`src/rtl/dab_tps_modulator.sv`:
```
// Triple-phase-shift modulator: three-level V1/V2 commands, period sync, double-buffered params.
// Optional soft-start ramp of the zero-level widths is enabled with DAB_MOD_SOFTSTART_EN.
module dab_tps_modulator #(
  parameter int CNT_W = 16
) (
  input  logic                    clk,
  input  logic                    rst,
  input  logic                    en,
  input  logic                    load,
  input  logic [CNT_W-1:0]        half_in,
  input  logic [CNT_W-1:0]        d1_in,
  input  logic [CNT_W-1:0]        d2_in,
  input  logic [CNT_W-1:0]        phi_in,
  output logic signed [1:0]       V1,
  output logic signed [1:0]       V2,
  output logic                    sync,
  output logic                    running,
  output logic                    err
);

  typedef enum logic [1:0] {IDLE, RUN, STOP} state_t;
  state_t state, state_nxt;

  logic [CNT_W-1:0] h_a, d1_a, d2_a, phi_a;
  logic [CNT_W-1:0] h_p, d1_p, d2_p, phi_p;
  logic [CNT_W-1:0] h_s, d1_s, d2_s, phi_s;
  logic [CNT_W-1:0] d1_e, d2_e;
  logic             pend, load_now, wrap, apply, valid;
  logic [CNT_W:0]   cnt, cnt_nxt, cnt2, per;

  logic signed [1:0] v1_p1, v2_p1;
  logic              sync_p1, vld_p1, err_p1;

  // Three-level pattern over one period; a zero width >= H holds the bridge at 0.
  function automatic logic signed [1:0] level(input logic [CNT_W:0] c,
                                              input logic [CNT_W-1:0] d,
                                              input logic [CNT_W-1:0] h);
    logic [CNT_W:0] hx, dx;
    hx = {1'b0, h};
    dx = {1'b0, d};
    if (d >= h) return 2'sb00;
    if (c < hx) return (c < dx) ? 2'sb00 : 2'sb01;
    return ((c - hx) < dx) ? 2'sb00 : 2'sb11;
  endfunction

  assign per      = {h_a, 1'b0};
  assign wrap     = (state != IDLE) && (cnt == per - 1'b1);
  assign load_now = load && (state != IDLE);
  assign cnt2     = (cnt >= {1'b0, phi_a}) ? cnt - {1'b0, phi_a}
                                           : cnt + (per - {1'b0, phi_a});

  // A load landing on the wrap cycle bypasses the pending buffer.
  always_comb begin
    h_s   = load_now ? half_in : h_p;
    d1_s  = load_now ? d1_in   : d1_p;
    d2_s  = load_now ? d2_in   : d2_p;
    phi_s = load_now ? phi_in  : phi_p;
    apply = (state == IDLE) ? pend : (wrap && (pend || load));
    valid = (h_s != '0) && ({1'b0, phi_s} < {h_s, 1'b0});
  end

  always_comb begin
    state_nxt = state;
    cnt_nxt   = cnt;
    case (state)
      IDLE: begin
        cnt_nxt = '0;
        if (en && (h_a != '0)) state_nxt = RUN;
      end
      RUN, STOP: begin
        cnt_nxt = wrap ? '0 : cnt + 1'b1;
        if (en)        state_nxt = RUN;
        else if (wrap) state_nxt = IDLE;
        else           state_nxt = STOP;
      end
      default: begin
        state_nxt = IDLE;
        cnt_nxt   = '0;
      end
    endcase
  end

`ifdef DAB_MOD_SOFTSTART_EN
  logic [CNT_W-1:0] d1_t, d2_t;
  assign d1_t = (apply && valid) ? d1_s : d1_a;
  assign d2_t = (apply && valid) ? d2_s : d2_a;

  always_ff @(posedge clk) begin
    if (rst) begin
      d1_e <= '0;
      d2_e <= '0;
    end else if (state == IDLE && state_nxt == RUN) begin
      d1_e <= h_a;
      d2_e <= h_a;
    end else if (wrap) begin
      d1_e <= (d1_e > d1_t) ? d1_e - 1'b1 : d1_t;
      d2_e <= (d2_e > d2_t) ? d2_e - 1'b1 : d2_t;
    end
  end
`else
  assign d1_e = d1_a;
  assign d2_e = d2_a;
`endif

  always_ff @(posedge clk) begin
    if (rst) begin
      state <= IDLE;
      cnt   <= '0;
      h_a   <= '0;  d1_a <= '0;  d2_a <= '0;  phi_a <= '0;
      h_p   <= '0;  d1_p <= '0;  d2_p <= '0;  phi_p <= '0;
      pend  <= 1'b0;
    end else begin
      state <= state_nxt;
      cnt   <= cnt_nxt;
      if (apply && valid) begin
        h_a <= h_s;  d1_a <= d1_s;  d2_a <= d2_s;  phi_a <= phi_s;
      end
      if (load && !wrap) begin
        h_p <= half_in;  d1_p <= d1_in;  d2_p <= d2_in;  phi_p <= phi_in;
        pend <= 1'b1;
      end else if (apply) begin
        pend <= 1'b0;
      end
    end
  end

  // Stage p1: levels for counter c appear the cycle after cnt==c.
  always_ff @(posedge clk) begin
    if (rst) begin
      v1_p1   <= 2'sb00;
      v2_p1   <= 2'sb00;
      sync_p1 <= 1'b0;
      vld_p1  <= 1'b0;
      err_p1  <= 1'b0;
    end else begin
      v1_p1   <= (state != IDLE) ? level(cnt, d1_e, h_a)  : 2'sb00;
      v2_p1   <= (state != IDLE) ? level(cnt2, d2_e, h_a) : 2'sb00;
      sync_p1 <= (state != IDLE) && (cnt == '0);
      vld_p1  <= (state != IDLE);
      err_p1  <= apply && !valid;
    end
  end

  assign V1      = v1_p1;
  assign V2      = v2_p1;
  assign sync    = sync_p1;
  assign running = vld_p1;
  assign err     = err_p1;

endmodule
```
`config.mk`:
```
export PLATFORM = sky130hd
export DESIGN_NAME = dab_tps_modulator
export DESIGN_NICKNAME = d
export VERILOG_FILES = /design/src/rtl/dab_tps_modulator.sv
export SDC_FILE = /design/constraint.sdc
export NUM_CORES = 1
export LEC_CHECK = 0
export ABC_AREA = 0
export BUFFER_PORTS_ARGS = -buffer_cell sky130_fd_sc_hd__buf_2
export CAP_MARGIN = 0
export CORE_MARGIN = 2
export CORE_UTILIZATION = 57
export CTS_BUF_LIST = sky130_fd_sc_hd__clkbuf_16
export CTS_CLUSTER_DIAMETER = 200
export DETAILED_ROUTE_END_ITERATION = 8
export PLACE_DENSITY = 0.78
export SKIP_CTS_REPAIR_TIMING = 1
export SLEW_MARGIN = 20
export SYNTH_ARGS = -nofsm -noshare
export SYNTH_HDL_FRONTEND = slang
export SYNTH_SLANG_ARGS = --single-unit
```
`constraint.sdc`:
```
create_clock -name clk -period 5.56 [get_ports clk]
set_input_delay 0.278 -clock clk [delete_from_list [all_inputs] [get_ports clk]]
set_output_delay 0.278 -clock clk [all_outputs]
set_load 0.02 [all_outputs]
```
==> qor.csv, run 1 <==
metric,value,unit
postSynthRegisterBits,155,
multi_input_area,9060,µm²
dpl.hpwl,29400,µm
hold_violations,0,
routed_wl,38300,µm
path_max_fanout,3,
std_cell_rows,54,
drive_above_1_share,16.9,%
grt_pass1_wl,61100,µm
path_clk_slew,0.09,ns
grt_use_met3,5.72,%
max_freq,0.185,GHz
first_pass_iters,5,
syn-cell-area,12800,µm²
drv_slew,0,
syn2layout_area_growth,15.3,%
die_x,154,µm
syn_inst,1477,
p_leak,6.70,nW
clockRootBuffer,clkbuf_16,
grt_max_degree,72,
grt_busiest_layer,met2,
met2_usage,51.8,%
dp.cells,1869,
gp_congestion,0.983,
ys_async_sr_fraction,0,%
fill_cells,1770,
final_core_util,67.4,%
clock_latency,0.45,ns
slowest_stage,fa_1,
vias_per_cell,6.18,
ys_types,65,
finalClockSkew,0.0229,ns
vias,11800,
rsz0062_at_grt,true,
gr-usage-all-layers,32.4,%
critPathBufInv,2,
wl_per_cell,20.1,µm
seq_area,3110,µm²
cpPeakStageDelay,0.50,ns
period_needed,5.40,ns
cts_max_level,4,
io_pins,75,
synth_top_flop_cell,dfxtp_1,
drc,0,
cts_num_sinks,155,
finalSetupViolations,0,
clk_path_buf_depth,2,
status,finished clean,
drv_cap,0,
met1_usage,44.1,%
grt.overflow.total,0,
hp-class,input pin to flip-flop,
cts_made_buffers,17,
fin_cells,1907,
critPathRequiredTime,5.91,ns
crit_path_end_kind,flip-flop,
tritoncts,done,
drtIter0Drc,899,
start_kind,flip-flop,
crit_type,flip-flop to flip-flop,
synth_edf_count,0,
port_buffers,74,
antenna_found_initial,0,
tightest_slew,0.905,ns
grt_pass1_vias,11600,
antenna_left,0,
synth_nets,1739,
syn_avg_cell_area,8.69,µm²
n_antenna_cell,0,
yosysWarnings,0,
worstPathCellList,buf_4 > fa_1 > inv_1 > ha_2 > fa_2 > a21o_1 > a221oi_2 > o21bai_1 > a21oi_2 > o21ai_2 > o41ai_2 > xnor2_1 > nor2_1 > a21oi_2 > ha_4 > a21o_1 > a31oi_4 > xnor2_1 > ha_1 > a21o_1 > a221o_1 > or3_1 > and4_1,
max-vdd-ir-drop,0.537,mV
setup_tns,0,ns
power.density,546,nW/µm²
final_net_count,1876,
period_share,97.1,%
path_delay_family,compound AO/OA/AOI/OAI gates,
synth_seq_area_share,24.2,%
start_util,58.5,%
relSlewSlack,38.1,%
dieArea,23700,µm²
holdWs,0.0839,ns
core-area,22000,µm²
critPathArrivalTime,5.75,ns
crit_path_frequent_cell,a21o_1,
die_y,154,µm
[per-layer routing]
layer,wire length [µm],share of wire [%]
met2,17300,45
met5,0,0
met4,1260,3.3
met3,2660,6.9
met1,17100,45
[where the power goes]
| group | internal (mW) | switching, mW |
|---|---|---|
| sequential | 1.19 | 0.0744 |
| clock | 0.652 | 0.583 |
| combinational | 2.63 | 2.95 |
| total | 4.48 | 3.60 |
[placed cells by master (no fill, tap or decap), types with 16 or more instances in the layout]
cell / n
a22o_1: 112
fa_1: 17
inv_1: 131
and3_1: 16
dfxtp_1: 150
clkbuf_16: 17
xnor2_1: 67
buf_4: 99
mux2i_1: 82
nand3_1: 28
o21ai_0: 53
a21o_1: 48
xor2_1: 20
a21oi_1: 66
nor3_1: 28
ha_1: 170
nand2_1: 61
buf_2: 74
nor2_1: 134
[synthesized netlist by cell type (4+ instances only)]
library cell	instances	area share (%)
a211o_1	5	0.34
a211oi_1	7	0.41
a21boi_0	6	0.35
a21o_1	48	2.8
a21oi_1	79	3.1
a22o_1	112	7.6
a31oi_1	9	0.44
and2_1	4	0.19
and3_1	16	0.78
and4_1	6	0.41
buf_12	7	1.1
buf_2	10	0.39
clkbuf_1	34	0.99
dfxtp_1	155	24
fa_1	19	3.0
ha_1	175	17
inv_1	131	3.8
mux2_2	16	1.4
mux2i_1	82	6.4
nand2_1	61	1.8
nand2b_1	10	0.49
nand3_1	28	1.1
nand4_1	11	0.54
nor2_1	136	4.0
nor2b_1	12	0.58
nor3_1	29	1.1
nor4_1	12	0.58
o2111ai_1	7	0.48
o21a_1	15	0.88
o21ai_0	61	2.4
o21ai_1	10	0.39
o21bai_1	11	0.64
o41ai_1	5	0.34
or3_1	5	0.24
or4_1	6	0.35
xnor2_1	67	4.6
xor2_1	20	1.4
[registers in the layout, indices dropped and copies added, names as in the netlist, 16 cells and up]
name / count
d2_p: 16
d1_a: 16
phi_p: 16
d1_p: 16
h_p: 16
d2_a: 16
h_a: 16
phi_a: 16
cnt: 17
[final cells by class]
class / instances / share of cell area (%)
repair buffers: 176 / 7.87
clock inverters: 15 / 1.34
well taps: 280 / 2.37
inverters: 132 / 3.35
flip-flops and latches: 155 / 21.0
multi-input cells: 1132 / 61.2
clock buffers: 17 / 2.87
[final timing paths]
check	startpoint	endpoint	slack, ns	cells after the start
max reg2reg	phi_a[1]	V2[1]	0.16	23
min reg2reg	phi_p[0]	phi_p[0]	0.50	2
min	d2_in[14]	d2_p[14]	0.08	3
max	phi_a[1]	V2[1]	0.16	23
[worst register-to-register path, stage by stage (launching register included)]
cell and delay [ns]:
dfxtp_2 0.33, buf_4 0.13, fa_1 0.50, inv_1 0.05, ha_2 0.19, fa_2 0.34, a21o_1 0.20, a221oi_2 0.30
o21bai_1 0.13, a21oi_2 0.17, o21ai_2 0.09, o41ai_2 0.40, xnor2_1 0.16, nor2_1 0.07, a21oi_2 0.18, ha_4 0.24
a21o_1 0.18, a31oi_4 0.16, xnor2_1 0.16, ha_1 0.28, a21o_1 0.18, a221o_1 0.32, or3_1 0.34, and4_1 0.19
[logic make-up after synthesis]
| kind of cell | after synthesis | share of synthesized area (%) |
|---|---|---|
| flops | 155 | 24.2 |
| mux | 98 | 7.80 |
| buf+inv | 190 | 6.74 |
| fa+ha+maj | 194 | 20.0 |
| xor+xnor | 87 | 5.94 |
| compound gates | 401 | 22.1 |
| simple gates | 352 | 13.2 |
[through the flow]
stage / area (µm²) / setup WS, ns / total power, mW
2_1_floorplan: 12800 / 0.00513 / 5.02
3_3_place_gp: 14000 / 0.00327 / 6.19
3_5_place_dp: 14000 / -0.135 / 6.29
4_1_cts: 14600 / -0.196 / 7.56
5_1_grt: 14800 / -0.0938 / 8.81
6_report: 14800 / 0.162 / 8.08
(Power assumes the default switching activity.)
==> run 2: changes to the inputs <==
--- a/config.mk
+++ b/config.mk
@@ -9,11 +9,11 @@
 export BUFFER_PORTS_ARGS = -buffer_cell sky130_fd_sc_hd__buf_2
 export CAP_MARGIN = 0
 export CORE_MARGIN = 2
-export CORE_UTILIZATION = 57
+export CORE_UTILIZATION = 63
 export CTS_BUF_LIST = sky130_fd_sc_hd__clkbuf_16
 export CTS_CLUSTER_DIAMETER = 200
 export DETAILED_ROUTE_END_ITERATION = 8
-export PLACE_DENSITY = 0.78
+export PLACE_DENSITY = 0.82
 export SKIP_CTS_REPAIR_TIMING = 1
 export SLEW_MARGIN = 20
 export SYNTH_ARGS = -nofsm -noshare
==> constraint.sdc (replaced) <==
create_clock -name clk -period 6.2 [get_ports clk]
set_input_delay 0.31 -clock clk [delete_from_list [all_inputs] [get_ports clk]]
set_output_delay 0.31 -clock clk [all_outputs]
set_load 0.02 [all_outputs]
==> run 2 against run 1 <==
Compared with the run above: sequential power shrank 9%; design area shrank 4.7%; via count shrank 2.8%; hold slack gained 0.026 ns; global-route usage grew 0.25 points; register-to-register slack gained 0.20 ns; combinational power shrank 22%; sequential share of layout area grew 1.0 points; critical endpoint unchanged; largest power group unchanged.
==> qor.csv, run 2 (synthesis results as in run 1) <==
metric,value,unit,change
max-vdd-ir-drop,0.356,mV,-34%
tritoncts,done,,
io_pins,75,,unchanged
first_pass_iters,7,,+2
relSlewSlack,31.6,%,-6.5 points
dpl.hpwl,26800,µm,-9.0%
gr-usage-all-layers,32.6,%,+0.25 points
path_clk_slew,0.08,ns,about the same
crit_type,flip-flop to flip-flop,,
die_y,147,µm,-4.8%
p_clk_share,17.3,%,+2.0 points
port_buffers,74,,unchanged
cts_made_buffers,17,,unchanged
p_seq_share,17.3,%,+1.6 points
clockRootBuffer,clkbuf_16,,
layout_common_cells,"ha_1, dfxtp_1, nor2_1",,
crit_path_end_kind,flip-flop,,
gp_congestion,0.948,,-3.5%
largest_reg_flops,17,,unchanged
period_needed,5.84,ns,+0.444 ns
drive_above_1_share,11.1,%,-5.8 points
final_net_count,1806,,-3.7%
p_leak,6.34,nW,-5.3%
cts_num_sinks,155,,unchanged
drv_cap,0,,unchanged
syn2layout_area_growth,9.84,%,
slowest_stage,fa_1,,
p_sw_share,45.0,%,+0.38 points
max_freq,0.171,GHz,-7.6%
dieArea,21500,µm²,-9.3%
grt_max_degree,72,,unchanged
clk_path_buf_depth,2,,unchanged
switching_power,3.00,mW,-17%
cts_max_level,4,,unchanged
finalSetupViolations,0,,unchanged
cpPeakStageDelay,0.45,ns,-0.05 ns
fin_cells,1827,,-4.2%
p_int,3.67,mW,-18%
vias,11500,,-2.8%
start_util,63.9,%,+5.4 points
rsz0062_at_grt,false,,
grt_pass1_vias,10900,,-6.1%
design_area,14100,µm²,-4.7%
start_kind,flip-flop,,
layout_commonest_cell,ha_1,,
period_share,94.2,%,-2.9 points
die_x,147,µm,-4.8%
routed_wl,35500,µm,-7.3%
hp-class,input pin to flip-flop,,
power.density,473,nW/µm²,-13%
total_power,6.67,mW,-17%
tightest_slew,1.03,ns,+0.121 ns
finalClockSkew,0.0139,ns,-0.00898 ns
status,finished clean,,
drc,0,,unchanged
std_cell_rows,52,,-3.7%
critPathRequiredTime,6.54,ns,+0.63 ns
crit_path_frequent_cell,a21oi_1,,
dp.cells,1795,,-4.0%
drtIter0Drc,977,,+8.7%
core-area,20100,µm²,-8.4%
clock_latency,0.44,ns,about the same
setup_tns,0,ns,unchanged
regMostFlops,cnt,,
wl_per_cell,19.5,µm,-3.2%
placed_area,13400,µm²,-3.8%
n_antenna_cell,0,,unchanged
grt_pass1_wl,56200,µm,-8.2%
drv_slew,0,,unchanged
grt.overflow.total,0,,unchanged
critPathArrivalTime,6.18,ns,+0.43 ns
antenna_found_initial,0,,unchanged
vias_per_cell,6.27,,+1.5%
p_comb_share,65.5,%,-3.5 points
hold_violations,0,,unchanged
path_max_fanout,3,,unchanged
antenna_left,0,,unchanged
run 2: changes by cell type in the layout (fill, tap and decap cells not counted), moves of 5 or more:
cell     previous run  this run
buf_4              99        32
a21oi_1            66        79
a21oi_2            13         0
o21ai_0            53        61
ha_1              170       175
o21ai_2             5         0
run 2: final cells by class:
cell class,count,area (µm²)
Clock buffer,17,425
Tap cell,270,338
Inverter,132,495
Timing Repair Buffer,106,611
Fill cell,1571,6000
Clock inverter,15,219
Multi-Input combinational cell,1132,8910
Sequential cell,155,3110
run 2: worst max-delay path, delay by kind of cell (launching register included):
family	cells	cell delay, ns
flops	1	0.40
fa+ha+maj	3	1.03
simple gates	5	0.89
buf+inv	1	0.10
xor+xnor	1	0.14
mux	1	0.33
compound gates	14	2.85
run 2: power groups by stage:
| stage | Sequential, mW | Combinational [mW] | Clock (mW) |
|---|---|---|---|
| global route | 1.16 | 4.89 | 1.19 |
| floorplan | 1.15 | 3.34 | 0 |
| CTS | 1.15 | 4.29 | 1.15 |
| global placement | 1.16 | 4.15 | 0 |
| finish | 1.15 | 4.36 | 1.15 |
| detailed placement | 1.17 | 4.23 | 0 |
run 2: worst paths after layout:
path	slack [ns]	to	start	cells past startpoint
setup / recovery	0.36	V2[1]	phi_a[1]	25
setup reg to reg	0.36	V2[1]	phi_a[1]	25
hold reg to reg	0.50	d2_p[14]	d2_p[14]	2
hold / removal	0.11	d1_p[13]	d1_in[13]	3
run 2: metrics by stage:
stage / worst slack [ns] / utilization, % / hold WS [ns]
after CTS: 0.295 / 70.0 / 0.111
after floorplan: 0.515 / - / 0.436
after global routing: 0.0947 / 70.1 / 0.125
after global placement: 0.514 / 66.8 / 0.457
final: 0.359 / 70.1 / 0.110
after detailed placement: 0.363 / 66.8 / 0.457
run 2: per-layer routing:
metal	wire length [µm]	vias up	track usage, %
met5	0	-	0
met1	15900	5462	45.3
met2	15800	439	50.5
li1	-	5480	-
met3	2700	75	5.50
met4	1190	0	13.5
